==> src/rtl/shift_seq_pkg.sv <==
// Shared types for the byte-stream shift sequencer: sequencer states and the byte width.
package shift_seq_pkg;

   localparam int BYTE_W = 8;

   typedef enum logic [2:0] {
      IDLE  = 3'd0,
      ZERO  = 3'd1,
      SHIFT = 3'd2,
      DRAIN = 3'd3,
      DONE  = 3'd4
   } state_t;

endpackage

==> src/rtl/left_barrel_shifter_x7_8b.sv <==
// 8-bit funnel left shifter, 0..7 bits: low bits of dout are filled from the top of cin,
// and the bits pushed out of din appear in cout.
module left_barrel_shifter_x7_8b
   import shift_seq_pkg::*;
(
   input  logic [BYTE_W-1:0] din,
   input  logic [BYTE_W-1:0] cin,
   input  logic [2:0]        sh,
   output logic [BYTE_W-1:0] dout,
   output logic [BYTE_W-1:0] cout
);

   // The bottom byte is cin shifted left, which is discarded.
   logic [BYTE_W-1:0] unused_low;

   assign {cout, dout, unused_low} = {{BYTE_W{1'b0}}, din, cin} << sh;

endmodule

==> src/rtl/byte_stream_shift_sequencer.sv <==
// Streams an NBYTES-byte operand through an 8-bit funnel shifter, LSB byte first, producing
// the operand shifted left by shamt; whole-byte shifts become leading zero bytes.
module byte_stream_shift_sequencer
   import shift_seq_pkg::*;
#(
   parameter  int NBYTES = 4,
   localparam int SHW    = $clog2(8 * NBYTES)
) (
   input  logic              clk,
   input  logic              rst_n,
   input  logic              start,
   input  logic [SHW-1:0]    shamt,
   output logic              busy,
   input  logic              in_valid,
   output logic              in_ready,
   input  logic [BYTE_W-1:0] in_byte,
   output logic              out_valid,
   input  logic              out_ready,
   output logic [BYTE_W-1:0] out_byte,
   output logic              done,
   output logic              ovf
);

   localparam int QW = SHW - 3;
   localparam int CW = $clog2(NBYTES + 1);
   localparam logic [CW-1:0] CNT_ONE = CW'(1);
   localparam logic [CW-1:0] NB_CNT  = CW'(NBYTES);

   state_t            state;
   logic [QW-1:0]     q;
   logic [2:0]        b;
   logic [BYTE_W-1:0] prev;
   logic [CW-1:0]     cnt;
   logic              ovf_r;

   logic [BYTE_W-1:0] sh_out;
   logic [BYTE_W-1:0] sh_cout;
   logic [CW-1:0]     q_cnt;
   logic              in_xfer;
   logic              out_xfer;
   logic              zero_last;
   logic              shift_last;
   logic              drain_last;

   left_barrel_shifter_x7_8b u_shifter (
      .din  (in_byte),
      .cin  (prev),
      .sh   (b),
      .dout (sh_out),
      .cout (sh_cout)
   );

   assign q_cnt      = CW'(q);
   assign in_xfer    = in_valid & in_ready;
   assign out_xfer   = out_valid & out_ready;
   assign zero_last  = (cnt == q_cnt - CNT_ONE);
   assign shift_last = (cnt == NB_CNT - q_cnt - CNT_ONE);
   assign drain_last = (cnt == q_cnt - CNT_ONE);

   assign busy = (state != IDLE);
   assign done = (state == DONE);
   assign ovf  = ovf_r;

   // SHIFT is a zero-latency pass-through, so the source only advances when the sink takes a byte.
   always_comb begin
      // NOTE: every output gets a default first so no path through the case infers a latch.
      in_ready  = 1'b0;
      out_valid = 1'b0;
      out_byte  = '0;
      case (state)
         ZERO: out_valid = 1'b1;
         SHIFT: begin
            out_valid = in_valid;
            in_ready  = out_ready;
            out_byte  = sh_out;
         end
         DRAIN: in_ready = 1'b1;
         default: ;
      endcase
   end

   // NOTE: sequential state uses non-blocking assignments so every register updates together.
   always_ff @(posedge clk or negedge rst_n) begin
      if (!rst_n) begin
         state <= IDLE;
         q     <= '0;
         b     <= '0;
         prev  <= '0;
         cnt   <= '0;
         ovf_r <= 1'b0;
      end else begin
         case (state)
            IDLE: begin
               if (start) begin
                  q     <= shamt[SHW-1:3];
                  b     <= shamt[2:0];
                  prev  <= '0;
                  cnt   <= '0;
                  ovf_r <= 1'b0;
                  state <= (shamt[SHW-1:3] != '0) ? ZERO : SHIFT;
               end
            end
            ZERO: begin
               if (out_xfer) begin
                  if (zero_last) begin
                     cnt   <= '0;
                     state <= SHIFT;
                  end else begin
                     cnt <= cnt + CNT_ONE;
                  end
               end
            end
            SHIFT: begin
               if (in_xfer) begin
                  prev <= in_byte;
                  if (shift_last) begin
                     cnt   <= '0;
                     ovf_r <= ovf_r | (sh_cout != '0);
                     state <= (q != '0) ? DRAIN : DONE;
                  end else begin
                     cnt <= cnt + CNT_ONE;
                  end
               end
            end
            // Drained bytes would land above the result; any set bit there is an overflow.
            DRAIN: begin
               if (in_xfer) begin
                  ovf_r <= ovf_r | (in_byte != '0);
                  if (drain_last) begin
                     cnt   <= '0;
                     state <= DONE;
                  end else begin
                     cnt <= cnt + CNT_ONE;
                  end
               end
            end
            DONE:    state <= IDLE;
            default: state <= IDLE;
         endcase
      end
   end

endmodule

==> config.mk <==
export PLATFORM = sky130hd
export DESIGN_NAME = byte_stream_shift_sequencer
export DESIGN_NICKNAME = d
export VERILOG_FILES = /design/src/rtl/shift_seq_pkg.sv /design/src/rtl/left_barrel_shifter_x7_8b.sv /design/src/rtl/byte_stream_shift_sequencer.sv
export SDC_FILE = /design/constraint.sdc
export NUM_CORES = 1
export LEC_CHECK = 0
export BUFFER_PORTS_ARGS = -buffer_cell sky130_fd_sc_hd__clkbuf_2
export CAP_MARGIN = 20
export CORE_MARGIN = 2
export CORE_UTILIZATION = 55
export CTS_CLUSTER_DIAMETER = 150
export CTS_CLUSTER_SIZE = 28
export DETAILED_ROUTE_END_ITERATION = 8
export PLACE_DENSITY_LB_ADDON = 0.2
export SYNTH_ARGS = -nofsm -noshare
export SYNTH_HDL_FRONTEND = slang
export SYNTH_SLANG_ARGS = --single-unit
==> constraint.sdc <==
create_clock -name clk -period 4.85 [get_ports clk]
set_input_delay 0.2425 -clock clk [delete_from_list [all_inputs] [get_ports clk]]
set_output_delay 0.2425 -clock clk [all_outputs]
set_load 0.02 [all_outputs]
[After elaboration in Yosys (flattened, before gate mapping)]
Cells that the tools add are included.
Word-level totals
  bits in registers: 20
Operators by class
  $add $sub $neg: 4
  equal/unequal tests: 13
  shift operators: 1
  multiplexer cells: 28
  bitwise operators: 4
  reduce and logical (&&, ||, !) cells: 14
Operators by type and width (count)
  $mux W3: 14
  $mux W8: 3
  $pmux W3 S4: 2
  $shl A16 B3 Y24: 1
  $pmux W8 S2: 1
  $reduce_bool A8 Y1: 2
  $ne A2 B2 Y1 const B: 7
  $reduce_and A5 Y1: 2
  $reduce_and A7 Y1: 1
  $eq A3 B2 Y1 const B: 2
  $eq A3 B3 Y1: 2
  $reduce_bool A2 Y1: 3
  $reduce_bool A3 Y1: 2
  $mux W1: 4
  $pmux W1 S2: 2
  $reduce_bool A4 Y1: 1
  $add A3 B1 Y3 const B: 1
  $eq A3 B1 Y1 const B: 1
  $eq A3 B3 Y1 const B: 1
  $logic_not A3 Y1: 1
  $pmux W1 S3: 1
  $reduce_and A3 Y1: 1
  $sub A2 B1 Y3 const B: 1
  $sub A3 B1 Y3 const B: 1
  5 further kinds: 7

[Logic depth before layout (Yosys ltp)]
  word-level depth: 6
  mapped depth: 6

[Hierarchy]
Synthesis repeated with hierarchy kept, for this count alone.
Second synthesis, totals
  cell total of the unflattened synthesis: 196
  area, all modules: 1684.1 um2
By module, submodules not included
  byte_stream_shift_sequencer: times used 1, cells an instance 133, area each 1166.1 um2, sequential area each 500.5 um2
  left_barrel_shifter_x7_8b: times used 1, cells an instance 63, area each 518.0 um2, sequential area each 0.0 um2

[Worst setup path before layout]
OpenSTA, ideal clock, no wires.
  kind: reg-to-reg
  start point: register q[0]
  end point: register state[0]
  library setup time: 0.125 ns
  arrival time: 1.693 ns
  slack: 3.033 ns
  cell stages (with the launch flop): 7
  clock period less this slack: 1.817 ns
  cells stage by stage: dfrtp_1 -> inv_1 -> ha_1 -> xor2_1 -> o31ai_1 -> nand3_1 -> mux2_2
On the way
  longest elaborated chain between the ends: 5
Ends and longest elaborated chain
  start, declared: line byte_stream_shift_sequencer.sv:30  | logic [QW-1:0] q;
  start signal, assigned: line byte_stream_shift_sequencer.sv:95  | q <= shamt[SHW-1:3];
  $sub A3 B2 Y3 or $reduce_bool A2 Y1 (tied branches): line byte_stream_shift_sequencer.sv:57, byte_stream_shift_sequencer.sv:119
  $sub A3 B1 Y3 or $mux W3 (tied branches): line byte_stream_shift_sequencer.sv:57, byte_stream_shift_sequencer.sv:119
  $eq A3 B3 Y1 or $mux W3 (tied branches): line byte_stream_shift_sequencer.sv:57, byte_stream_shift_sequencer.sv:116
  $ne A2 B2 Y1 (no line) or $mux W3 (tied branches)
  $reduce_and A7 Y1 (no line) or $pmux W3 S4 (tied branches)
  end signal, assigned: line byte_stream_shift_sequencer.sv:100  | state <= (shamt[SHW-1:3] != '0) ? ZERO : SHIFT;
  end signal, assigned: line byte_stream_shift_sequencer.sv:119  | state <= (q != '0) ? DRAIN : DONE;
  end, declared: line byte_stream_shift_sequencer.sv:29  | state_t state;
Several ways; a longest one is shown, not always the timed one. The select of a mux whose other input is x is not followed.
A chain may end at the register's enable or synchronous reset.

[Final worst setup path]
  start point: register state[1]
  end point: output port out_byte[3]
On the way
  longest elaborated chain between the ends: 2
Ends and longest elaborated chain
  $eq A3 B2 Y1: line byte_stream_shift_sequencer.sv:70  | case (state)
  $mux W8: line byte_stream_shift_sequencer.sv:70
  end, declared: line byte_stream_shift_sequencer.sv:19  | output logic [BYTE_W-1:0] out_byte,
No other way between the ends.

==> run_results.csv <==
group,metric,value,unit
sta,fmax,424,MHz
clock_network,clockBufferDepth,2,
clock_network,cts_max_level,1,
critical_path,cp-start-kind,"flip-flop",
critical_path,worst_ep_arrival_time,2.12,ns
sta,fin_setup_tns,0,ns
grt,grt_max_degree,21,
sta,finClkSkew,0.00612,ns
die,die_w,55.5,um
synth,synth_cell_types,36,
die,initial_core_util,58.3,%
outcome,status,"completed",
power,ir_drop,394,uV
die,fp.coreArea,2500,sq um
power,comb_power_share,57.5,%
grt,grt_util_all_layers,22.9,%
power,p_leak,0.749,nW
critical_path,endpoint_kind,"primary output",
sta,worstMarginPinSlew,0.693,ns
synth,syn-cell-area,1460,sq um
power,p_int,0.578,mW
sta,hold_viol,0,
detailed_routing,postRouteWirelength,3430,um
detailed_routing,avgViaCountPerCell,6.14,
sta,relSlewSlack,53.8,%
detailed_routing,firstDrtPassIters,4,
grt,antenna_found_initial,0,
critical_path,worstRegToRegCells,4,
synth,synth-seq-area-share,32.6,%
critical_path,worstPathRequired,4.61,ns
synth,syn_inst,151,
power,pwr_density_cell,662,nW/um^2
synth,async_flop_share,100,%
clock_network,tritoncts,"built",
worst_hold_path,min_path_type,"in2reg",
synth,synthTopCellsByArea,"dfrtp_1 33%, mux4_2 19%, mux2i_1 6.2%",
critical_path,critical_path_class,"reg2out",
power,swShare,47.0,%
die,pin_count,31,
sta,setup_violations,0,
placement,dpl_worst_slack,2.52,ns
synth,synth_top_area_share,32.6,%
placement,portBuffers,30,
clock_network,cts_setup_buffers,0,
synth,synth-seq-cells,19,
run,cap_violations,0,
power,power_frac_seq,34.8,%
sta,finalCritPeriodShare,48.7,%
clock_network,cts-root-buf,"clkbuf_4",
power,pwr-share-clk,7.7,%
critical_path,max_stage_delay,0.75,ns
sta,post-route-min-period,2.36,ns
critical_path,crit_fanout,20,
placement,hpwlAfterDp,2610,um
worst_hold_path,hold_path_depth,2,
synth,synth_edf_count,0,
finish,nFillCells,200,
critical_path,cpMaxStageDelayCell,"dfrtp_1",
sta,worst_slack,2.49,ns
critical_path,crit_chain,"nor2b_1, nand2_1, nor2_1, clkbuf_2",
detailed_routing,wl_per_cell,16.6,um
clock_network,path_clk_slew,0.12,ns
detailed_routing,dr_total_vias,1271,
synth,synth_warnings,0,
die,dieArea,3080,sq um
power,p_sw,0.513,mW
synth,syn_nets,171,
sta,rsz0062_at_grt,"no",
finish,diodes,0,
die,row_count,18,
finish,final_nets,198,
placement,gp_congestion,0.846,
detailed_routing,drtIter0Drc,27,
die,chipHeight,55.5,um
grt,grt_pass1_wl,5560,um
detailed_routing,drc,0,
detailed_routing,route.antenna.remaining_nets,0,
clock_network,cts_resized,0,
synth,synth_top_area_cell,"dfrtp_1",
clock_network,cts_inserted_buffers,3,
clock_network,cts.sinks,19,
synth,synthFlopType,"dfrtp_1",
grt,grt_overflow,0,
finish,drive_gt1_share,29.4,%
finish,areaGrowthSynthToFinish,13.1,%
synth,syn_area_per_cell,9.65,sq um
grt,first_global_vias,1170,
sta,slew_violations,0,
clock_network,clk_latency,0.31,ns
-- flip-flops by register name, summed over array words and instances (netlist names) --
register  count
b             3
q             2
cnt           3
ovf           1
state         3
prev          7
-- cells in the mapped netlist, drive strengths merged, types with 2 or more instances --
| master | count |
|---|---|
| a2111oi | 3 |
| a211o | 2 |
| a21oi | 4 |
| buf | 2 |
| clkbuf | 7 |
| dfrtp | 19 |
| ha | 2 |
| inv | 5 |
| mux2 | 4 |
| mux2i | 9 |
| mux4 | 12 |
| nand2 | 21 |
| nand2b | 4 |
| nand3 | 2 |
| nor2 | 16 |
| nor2b | 4 |
| nor3 | 2 |
| nor4 | 2 |
| o21ai | 12 |
| o31ai | 2 |
| xnor2 | 3 |
-- routing by layer --
metal	GRT usage, %	vias up	part of all wire (%)
li1	-	614	-
met5	0	-	0
met3	3.04	4	6.7
met2	37.2	50	47
met1	32.5	603	45
met4	5.92	0	0.90
-- stage by stage --
step | power [mW] | util (%) | hold slack [ns] | cell area (sq um) | std cells
floorplan | 0.857 | - | -0.0531 | 1460 | 151
global placement | 0.977 | 64.4 | 0.219 | 1610 | 202
detailed placement | 1.01 | 64.4 | 0.236 | 1610 | 202
CTS | 1.09 | 65.9 | 0.153 | 1650 | 207
global route | 1.17 | 65.9 | 0.155 | 1650 | 207
finish | 1.09 | 65.9 | 0.159 | 1650 | 207
-- area by class of cell --
type,count,area [sq um],area share (%)
Multi-Input combinational cell,118,927,56.3
Clock buffer,3,22.5,1.37
Clock inverter,1,5.00,0.304
Tap cell,30,37.5,2.28
Inverter,5,18.8,1.14
Sequential cell,19,475,28.9
Timing Repair Buffer,31,160,9.73
-- critical path: cells and delay by family, from the launching register on --
kind                   cells  cell delay, ns
buffers and inverters      1            0.19
and+or+nand+nor            3            0.87
DFF                        1            0.75
-- power groups by stage --
stage          Clock (mW)  Combinational, mW  Sequential [mW]
2_1_floorplan           0              0.575            0.282
3_3_place_gp            0              0.605            0.372
3_5_place_dp            0              0.623            0.383
4_1_cts            0.0865              0.627            0.379
5_1_grt            0.0914              0.683            0.396
6_report           0.0844              0.627            0.379
-- cells in the final DEF (no fill, tap or decap) --
cell type and count:
a21o_1 1, or3_1 1, nor3_1 2, a31o_2 1
mux2i_1 9, mux2_2 4, o22ai_1 1, or2_2 1
xor2_1 1, o41ai_1 1, clkbuf_4 3, clkbuf_2 30
dlygate4sd3_1 1, inv_1 5, o31ai_1 2, nand3_1 2
a21oi_1 4, a21boi_0 1, nand4_1 1, nor2b_1 4
nand2b_1 4, nor2_1 16, a41o_1 1, xnor2_1 3
a211o_1 2, mux4_2 12, nor4_1 2, ha_1 2
nand2_1 21, a2111oi_0 3, o22a_1 1, o21ai_0 12
nor3b_1 1, dfrtp_1 19, clkinv_2 1, o2111ai_1 1
o2bb2ai_1 1
-- cell families after synthesis --
group	Yosys count	synth area share (%)
AO/OA/AOI/OAI	32	14.7
XOR/XNOR	4	2.41
adder cells (fa/ha/maj)	2	1.72
buffers and inverters	14	3.69
flip-flops	19	32.6
multiplexers	25	27.8
AND/OR/NAND/NOR	55	17.0
-- worst paths after layout --
check / start / to / slack, ns
max reg2reg: b[0] / ovf / 2.53
max in group asynchronous: rst_n / cnt[2] / 4.11
min: shamt[1] / b[1] / 0.16
max: state[1] / out_byte[3] / 2.49
min in group asynchronous: rst_n / b[2] / 0.41
min reg2reg: prev[1] / prev[1] / 0.51
-- timing repair --
item                                   CTS  global route
setup endpoints to repair                0             0
hold buffers                             1             0
endpoints found under the hold margin   19             0
Power figures use the tool's default switching activity.
